$ cat src/rtl/sparse_vector_decoder.sv
// Zero-run-length sparse activation decoder: expands (value, zrun) entries into a dense, position-ordered stream.
// Optional macro SPARSE_DECODE_PREFETCH_EN overlaps the next entry fetch with EMIT for one element per cycle.
module sparse_vector_decoder #(
    parameter int DATA_W  = 16,
    parameter int ZRUN_W  = 4,
    parameter int MAX_LEN = 1024,
    parameter int LEN_W   = $clog2(MAX_LEN + 1)
) (
    input  logic              clk,
    input  logic              rst,
    input  logic              start,
    input  logic [LEN_W-1:0]  vec_len,
    output logic              busy,
    input  logic              in_valid,
    output logic              in_ready,
    input  logic [DATA_W-1:0] in_data,
    input  logic [ZRUN_W-1:0] in_zrun,
    input  logic              in_last,
    output logic              out_valid,
    input  logic              out_ready,
    output logic [DATA_W-1:0] out_data,
    output logic [LEN_W-1:0]  out_pos,
    output logic              out_last,
    output logic              done,
    output logic              err_overrun
);

    typedef enum logic [2:0] {
        S_IDLE, S_FETCH, S_ZERO, S_EMIT, S_PAD, S_DRAIN, S_DONE
    } state_t;

    state_t            state_q, state_d;
    logic [LEN_W-1:0]  len_q, len_d;
    logic [LEN_W-1:0]  pos_q, pos_d;
    logic [ZRUN_W-1:0] cnt_q, cnt_d;
    logic [DATA_W-1:0] value_q, value_d;
    logic              last_q, last_d;
    logic              err_q, err_d;
    logic              inFire, outFire, atEnd;

    assign busy        = (state_q != S_IDLE);
    assign out_valid   = (state_q == S_ZERO) || (state_q == S_EMIT) || (state_q == S_PAD);
    assign out_data    = (state_q == S_EMIT) ? value_q : '0;
    assign out_pos     = out_valid ? pos_q : '0;
    assign atEnd       = (pos_q == len_q - LEN_W'(1));
    assign out_last    = out_valid && atEnd;
    assign done        = (state_q == S_DONE);
    assign err_overrun = err_q;

`ifdef SPARSE_DECODE_PREFETCH_EN
    // Prefetch is gated by out_ready so an entry is only taken when the held element leaves too.
    assign in_ready = (state_q == S_FETCH) || (state_q == S_DRAIN) ||
                      ((state_q == S_EMIT) && !last_q && out_ready);
`else
    assign in_ready = (state_q == S_FETCH) || (state_q == S_DRAIN);
`endif

    assign inFire  = in_valid && in_ready;
    assign outFire = out_valid && out_ready;

    always_ff @(posedge clk) begin
        if (rst) begin
            state_q <= S_IDLE;
            len_q   <= '0;
            pos_q   <= '0;
            cnt_q   <= '0;
            value_q <= '0;
            last_q  <= 1'b0;
            err_q   <= 1'b0;
        end else begin
            state_q <= state_d;
            len_q   <= len_d;
            pos_q   <= pos_d;
            cnt_q   <= cnt_d;
            value_q <= value_d;
            last_q  <= last_d;
            err_q   <= err_d;
        end
    end

    always_comb begin
        state_d = state_q;
        len_d   = len_q;
        pos_d   = pos_q;
        cnt_d   = cnt_q;
        value_d = value_q;
        last_d  = last_q;
        err_d   = err_q;
        case (state_q)
            S_IDLE: begin
                if (start) begin
                    len_d   = vec_len;
                    pos_d   = '0;
                    err_d   = 1'b0;
                    state_d = (vec_len == '0) ? S_DONE : S_FETCH;
                end
            end
            S_FETCH: begin
                if (inFire) begin
                    value_d = in_data;
                    cnt_d   = in_zrun;
                    last_d  = in_last;
                    state_d = (in_zrun != '0) ? S_ZERO : S_EMIT;
                end
            end
            // Reaching the final position before the entry's value is out is always an overrun.
            S_ZERO: begin
                if (outFire) begin
                    pos_d = pos_q + LEN_W'(1);
                    cnt_d = cnt_q - ZRUN_W'(1);
                    if (atEnd) begin
                        err_d   = 1'b1;
                        state_d = last_q ? S_DONE : S_DRAIN;
                    end else if (cnt_q == ZRUN_W'(1)) begin
                        state_d = S_EMIT;
                    end
                end
            end
            S_EMIT: begin
                if (outFire) begin
                    pos_d = pos_q + LEN_W'(1);
                    if (atEnd) begin
                        if (!last_q) begin
                            err_d   = 1'b1;
                            state_d = (inFire && in_last) ? S_DONE : S_DRAIN;
                        end else begin
                            state_d = S_DONE;
                        end
                    end else if (last_q) begin
                        state_d = S_PAD;
                    end else if (inFire) begin
                        value_d = in_data;
                        cnt_d   = in_zrun;
                        last_d  = in_last;
                        state_d = (in_zrun != '0) ? S_ZERO : S_EMIT;
                    end else begin
                        state_d = S_FETCH;
                    end
                end
            end
            S_PAD: begin
                if (outFire) begin
                    pos_d = pos_q + LEN_W'(1);
                    if (atEnd) begin
                        state_d = S_DONE;
                    end
                end
            end
            S_DRAIN: begin
                if (inFire && in_last) begin
                    state_d = S_DONE;
                end
            end
            S_DONE:  state_d = S_IDLE;
            default: state_d = S_IDLE;
        endcase
    end

endmodule

$ cat config.mk
export PLATFORM = sky130hd
export DESIGN_NAME = sparse_vector_decoder
export DESIGN_NICKNAME = d
export VERILOG_FILES = /design/src/rtl/sparse_vector_decoder.sv
export SDC_FILE = /design/constraint.sdc
export NUM_CORES = 1
export LEC_CHECK = 0
export ABC_CLOCK_PERIOD_IN_PS = 2430
export CORE_MARGIN = 2
export CORE_UTILIZATION = 49
export DETAILED_ROUTE_END_ITERATION = 16
export GPL_TIMING_DRIVEN = 0
export PLACE_DENSITY = 0.81
export SYNTH_ARGS = -nofsm -noshare
export SYNTH_HDL_FRONTEND = slang
export SYNTH_SLANG_ARGS = --single-unit
$ cat constraint.sdc
create_clock -name clk -period 2.43 [get_ports clk]
set_input_delay 0.486 -clock clk [delete_from_list [all_inputs] [get_ports clk]]
set_output_delay 0.486 -clock clk [all_outputs]
set_load 0.005 [all_outputs]
==> flow_metrics.py, run 1 <==
metrics = {
    "status": {
        "outcome": "finished, violations left",
        "violations": "negative setup slack",
    },
    "layout": {
        "drive_gt1_share_pct": 13.6,
        "diodes": 0,
        "design_area_um2": 3780,
        "nets": 487,
        "syn_to_final_growth_pct": 43.9,
    },
    "place": {
        "postPlaceCellArea_um2": 3400,
        "dp_slack_ns": -0.633,
        "gp_congestion": 0.865,
        "io_buffer_count": 68,
        "dpl.hpwl_um": 5230,
    },
    "hold_path": {
        "whs_path_depth": 2,
        "hold_path_class": "reg2reg",
        "min_from": "value_q[10]",
        "holdPathEnd": "value_q[10]",
    },
    "critical_path": {
        "cp_slowest_cell": "or3_4",
        "cp.arrival_ns": 2.30,
        "crit_fanout": 3,
        "critPathRequiredTime_ns": 1.94,
        "slowest_delay_ns": 0.40,
        "rrSetupSlack_ns": 0,
        "r2r_cells": 10,
        "path_class": "reg2out",
        "path_cells": "nor4_4 > buf_4 > buf_4 > and3b_2 > nor2_1 > a21o_1 > or3_4 > nor2_4 > buf_2",
        "r2r-end": "err_overrun",
        "worstReg2RegStart": "len_q[2]",
        "crit_top_cell": "buf_4",
        "critPathLaunchType": "register",
        "end_kind": "output pin",
    },
    "grt": {
        "grtUsageTotal_pct": 25.1,
        "overflow": 0,
        "grt_pass1_vias": 2655,
        "grt_max_degree": 20,
        "grt_pass1_wl_um": 12200,
        "antenna_found_initial": 0,
    },
    "power_and_ir_drop": {
        "finalPower_mw": 3.16,
        "leakagePower_nw": 1.46,
        "power.density_nw_per_um2": 837,
        "peakVddDrop_mv": 0.458,
    },
    "routing": {
        "drt_iter0_markers": 264,
        "vias": 2931,
        "dr.pass1.iters": 5,
        "wl_per_cell_um": 15.4,
        "route.detailed.drc": 0,
        "viasPerCell": 5.67,
        "ant_nets": 0,
        "drt-total-wl_um": 7980,
    },
    "cts": {
        "cts_sinks": 47,
        "cts_root_buf": "clkbuf_8",
        "h-tree-depth": 2,
        "insertion_delay_ns": 0.31,
        "tritoncts": "done",
        "numCtsBuffers": 5,
        "clock_path_buffers": 2,
        "clk_transition_reported_paths_ns": 0.09,
    },
    "floorplan": {
        "die_y_um": 77.2,
        "die_w_um": 77.2,
        "coreArea_um2": 5140,
        "io_pins": 70,
        "num_rows": 26,
        "die_area_um2": 5960,
        "start_util_pct": 51.1,
    },
    "synthesis": {
        "yosysUniqueCellTypes": 51,
        "synthesis.nets": 396,
        "synth.most_common_cell": "nand2_1",
        "synth_edf_count": 0,
        "synthArstFlopShare_pct": 0,
        "ys_ff_latch": 47,
        "synth_area_per_cell_um2": 7.40,
        "synth_area_leader_cell": "dfxtp_1",
        "syn_inst": 355,
        "synth_top_area_share_pct": 35.8,
        "seq_area_frac_synth_pct": 35.8,
        "synthTopCellsByArea": "dfxtp_1, nand2_1, a21oi_1",
        "netlist_top_cells_count": "nand2_1, dfxtp_1, a21oi_1, nor2_1, and3_1",
        "netlist_area_um2": 2630,
        "ys.flop_type": "dfxtp_1",
        "yosysWarnings": 0,
    },
    "sta": {
        "setup_viol_count_final": 1,
        "layout_setup_ws_ns": -0.361,
        "rsz0062_at_grt": "true",
        "post-route-period-util_pct": 115,
        "fmaxAchievable_mhz": 358,
        "clock_skew_ns": 0.00673,
        "slew_headroom_pct": 50.7,
        "worst_pin_slew_ns": 0.733,
        "hold_viol_final": 0,
        "holdWs_ns": 0.457,
        "finalCriticalPeriod_ns": 2.79,
        "drv_slew": 0,
    },
    "job": {
        "max_cap_violations": 0,
    },
}
kinds of logic after synthesis:
kind of cell / Yosys count / share of synthesized area, %
simple gates: 170 / 31.9
compound gates: 82 / 18.5
flops: 47 / 35.8
buf+inv: 31 / 4.76
xor+xnor: 19 / 6.33
fa+ha+maj: 4 / 1.90
mux: 2 / 0.810
worst max-delay path, delay by kind of cell (launching register included):
family          cells  cell delay [ns]
buf+inv             3             0.41
flops               1             0.37
simple gates        5             1.06
compound gates      1             0.18
stage by stage:
step | cells | util, % | TNS [ns]
6_report | 517 | 73.6 | -0.361
5_1_grt | 517 | 73.6 | -0.816
2_1_floorplan | 355 | - | 0
3_3_place_gp | 493 | 66.1 | -4.21
3_5_place_dp | 493 | 66.1 | -4.48
4_1_cts | 510 | 71.3 | -0.306
area by class of cell:
cell class                      count  area [um^2]
Multi-Input combinational cell    277         1660
Fill cell                         424         1360
Sequential cell                    47          961
Timing Repair Buffer               87          832
Clock buffer                        8          100
Buffer                             17         98.8
Tap cell                           70         87.6
Inverter                           11         46.3
cell usage in the layout (no fill, tap or decap), types with 3 or more instances in the layout:
cell type and n:
a21oi_1 42, and2_1 11, and3_1 18, buf_4 18
clkbuf_1 11, clkbuf_8 8, clkdlybuf4s50_1 58, dfxtp_1 41
dfxtp_4 5, dlygate4sd2_1 9, ha_1 3, inv_1 8
nand2_1 76, nand2b_1 5, nand3_1 8, nor2_1 21
nor3_1 8, nor4_1 4, o21ai_0 11, o31ai_1 3
xnor2_1 10, xor2_1 8
power breakdown:
group / switching (mW) / total, mW / internal, mW
Combinational: 0.877 / 1.64 / 0.760
Sequential: 0.111 / 1.00 / 0.893
Clock: 0.262 / 0.522 / 0.260
state kept, by name, summed over array words and instances, names as in the netlist:
register / cells
len_q: 11
cnt_q: 4
state_q: 3
value_q: 16
err_overrun: 1
pos_q: 11
last_q: 1
per-layer routing:
layer / vias to the layer above / track usage [%] / wire, um
li1: 1409 / - / -
met1: 1378 / 31.1 / 3260
met2: 127 / 43.0 / 3970
met3: 17 / 4.47 / 559
met4: 0 / 10.0 / 189
met5: - / 0 / 0
worst max-delay path by stage:
stage / start / depth (start not counted) / end / slack [ns]
after floorplan: len_q[0] / 8 / out_last / 0.09
after global placement: len_q[0] / 9 / out_last / -0.56
after detailed placement: len_q[0] / 9 / out_last / -0.63
after CTS: len_q[5] / 8 / out_last / -0.31
after global routing: len_q[1] / 9 / out_last / -0.43
final: len_q[2] / 9 / out_last / -0.36
what timing repair did:
| item | 4_1_cts | 5_1_grt |
|---|---|---|
| resized for setup | 46 | 18 |
| endpoints found under the setup margin | 33 | 15 |
| hold endpoints to repair | 0 | 0 |
| hold buffers | 0 | 0 |
| pin swaps | 5 | 6 |
| buffers inserted | 11 | 8 |
No activity file was read; power rests on OpenSTA's default activity.
==> run 2, diff against run 1 <==
Settings changed: ABC_CLOCK_PERIOD_IN_PS 2430 to 2950, CORE_UTILIZATION 49 to 50, CTS_BUF_LIST from default to sky130_fd_sc_hd__clkbuf_4 sky130_fd_sc_hd__clkbuf_8, PLACE_DENSITY 0.81 to 0.82.
Clock period 2.43 ns to 2.95 ns, I/O delays scaled along.
==> run 2 against run 1 <==
- the run still ends with negative setup slack left
- power fell by 27%
- combinational power fell by 30%
- via count fell by 5.9%
- clock power down 29%
- worst setup slack better by 0.34 ns
- wire length fell by 10%
- clock-buffer cell count decreased by 2
- register-to-register slack improved by 0.46 ns
- global-route usage fell by 0.98 points
==> flow_metrics.py, run 2 (synthesized netlist as in run 1, its figures left out) <==
metrics = {
    "status": {
        "outcome": "finished, violations left",
        "violations": "negative setup slack",
    },
    "critical_path": {
        "end_kind": "output pin",
        "path_cells": "buf_6 > nor4_4 > buf_4 > and3b_2 > nor2_1 > a21o_1 > or3_4 > nor2_4 > clkbuf_2",
        "critPathRequiredTime_ns": 2.36,
        "cp_slowest_cell": "or3_4",
        "crit_start": "len_q[2]",
        "worstReg2RegStart": "len_q[2]",
        "critPathLaunchType": "register",
        "crit_fanout": 8,
        "slowest_delay_ns": 0.41,
        "crit_buf_inv": 3,
        "cp.arrival_ns": 2.38,
        "path_class": "reg2out",
        "path_delay_family": "simple AND/OR/NAND/NOR gates",
    },
    "floorplan": {
        "num_rows": 26,
        "coreArea_um2": 5070,
        "io_pins": 70,
        "start_util_pct": 51.8,
        "die_w_um": 76.5,
        "die_area_um2": 5850,
        "die_y_um": 76.5,
    },
    "cts": {
        "insertion_delay_ns": 0.30,
        "numCtsBuffers": 5,
        "clk_transition_reported_paths_ns": 0.08,
        "clock_path_buffers": 2,
        "tritoncts": "done",
        "h-tree-depth": 2,
        "cts_sinks": 47,
        "cts_root_buf": "clkbuf_8",
    },
    "layout": {
        "largest_reg_flops": 16,
        "nets": 476,
        "regMostFlops": "value_q",
        "multi_input_area_um2": 1620,
        "syn_to_final_growth_pct": 36.2,
        "fillCellCount": 415,
        "final_cell_mix": "nand2_1, clkdlybuf4s50_1, dfxtp_1, a21oi_1, nor2_1",
        "final_common_cell": "nand2_1",
        "diodes": 0,
        "drive_gt1_share_pct": 9.22,
        "design_area_um2": 3580,
        "regArea_um2": 947,
        "reg_top3": "value_q: 16 flops, len_q: 11 flops, pos_q: 11 flops",
        "utilization_pct": 70.5,
    },
    "power_and_ir_drop": {
        "comb_power_share_pct": 49.0,
        "p_clk_share_pct": 15.9,
        "peakVddDrop_mv": 0.409,
        "p_seq_share_pct": 35.1,
        "internal_power_mw": 1.39,
        "leakagePower_nw": 1.32,
        "power.density_nw_per_um2": 649,
        "p_switching_uw": 936,
        "p_sw_share_pct": 40.3,
    },
    "job": {
        "max_cap_violations": 0,
    },
    "routing": {
        "route.detailed.drc": 0,
        "ant_nets": 0,
        "viasPerCell": 5.47,
        "vias": 2758,
        "wl_per_cell_um": 14.2,
        "dr.pass1.iters": 4,
        "drt-total-wl_um": 7140,
        "drt_iter0_markers": 271,
    },
    "grt": {
        "grt_pass1_vias": 2555,
        "overflow": 0,
        "grt_max_degree": 14,
        "antenna_found_initial": 0,
        "grtUsageTotal_pct": 24.2,
        "grt_pass1_wl_um": 11700,
    },
    "place": {
        "gp_congestion": 0.876,
        "postPlaceCellArea_um2": 3400,
        "dpl.hpwl_um": 5170,
        "io_buffer_count": 68,
    },
    "sta": {
        "hold_viol_final": 0,
        "rsz0062_at_grt": "true",
        "fmaxAchievable_mhz": 337,
        "layout_setup_ws_ns": -0.0214,
        "finalCriticalPeriod_ns": 2.97,
        "drv_slew": 0,
        "worst_pin_slew_ns": 0.705,
        "post-route-period-util_pct": 101,
        "setup_viol_count_final": 1,
        "clock_skew_ns": 0.00724,
        "slew_headroom_pct": 52.6,
    },
    "hold_path": {
        "hold_path_class": "reg2reg",
        "min_from": "value_q[13]",
    },
}
## run 2: path summary, 6_finish.rpt
kind                  to  slack [ns]  depth (start not counted)
max             out_last       -0.02                          9
min          value_q[13]        0.45                          2
max reg2reg   state_q[2]        0.46                         10
min reg2reg  value_q[13]        0.45                          2
## run 2: worst reg2reg max path: cells and delay by family (launching register included)
kind	cells	cell delay (ns)
compound gates	4	0.98
buf+inv	3	0.47
simple gates	2	0.45
flops	1	0.31
xor+xnor	1	0.21
## run 2: area by class of cell
cell class	count	share of cell area (%)
Timing Repair Buffer	74	20.1
Inverter	11	1.15
Sequential cell	47	26.5
Buffer	19	2.31
Multi-Input combinational cell	277	45.4
Clock buffer	6	2.13
Tap cell	70	2.45
## run 2: metal layers
| layer | track usage [%] | up-vias | share of wire [%] |
|---|---|---|---|
| met5 | 0 | - | 0 |
| met3 | 5.33 | 12 | 6.5 |
| met4 | 7.82 | 0 | 1.7 |
| li1 | - | 1375 | - |
| met2 | 39.9 | 109 | 48 |
| met1 | 31.3 | 1262 | 44 |
## run 2: repair_timing
action	CTS	global route
endpoints found under the setup margin	15	22
setup buffers	3	3
pin swaps	3	3
hold buffers	0	0
resized for setup	19	8
## run 2: through the flow
stage | setup TNS [ns] | instances | total power [mW] | worst slack, ns | hold WS, ns
floorplan | 0 | 355 | 1.51 | 0.505 | 0.432
global placement | -0.146 | 493 | 1.79 | -0.146 | 0.439
detailed placement | -0.225 | 493 | 1.82 | -0.225 | 0.442
CTS | -0.00347 | 501 | 2.25 | -0.00347 | 0.453
global route | -0.100 | 504 | 2.49 | -0.100 | 0.471
finish | -0.0214 | 504 | 2.32 | -0.0214 | 0.453
## run 2: power by group through the flow
stage | sequential (mW) | clock (mW) | combinational [mW]
detailed placement | 0.822 | 0 | 1.00
global placement | 0.817 | 0 | 0.973
global route | 0.829 | 0.408 | 1.25
CTS | 0.812 | 0.377 | 1.06
finish | 0.816 | 0.369 | 1.14
floorplan | 0.803 | 0 | 0.710
==> run 3, diff against run 2 <==
Settings changed: CAP_MARGIN from default to 20, SLEW_MARGIN from default to 30.
==> results of run 3 <==
Final layout, timing and power as in run 2 (identical DEF).
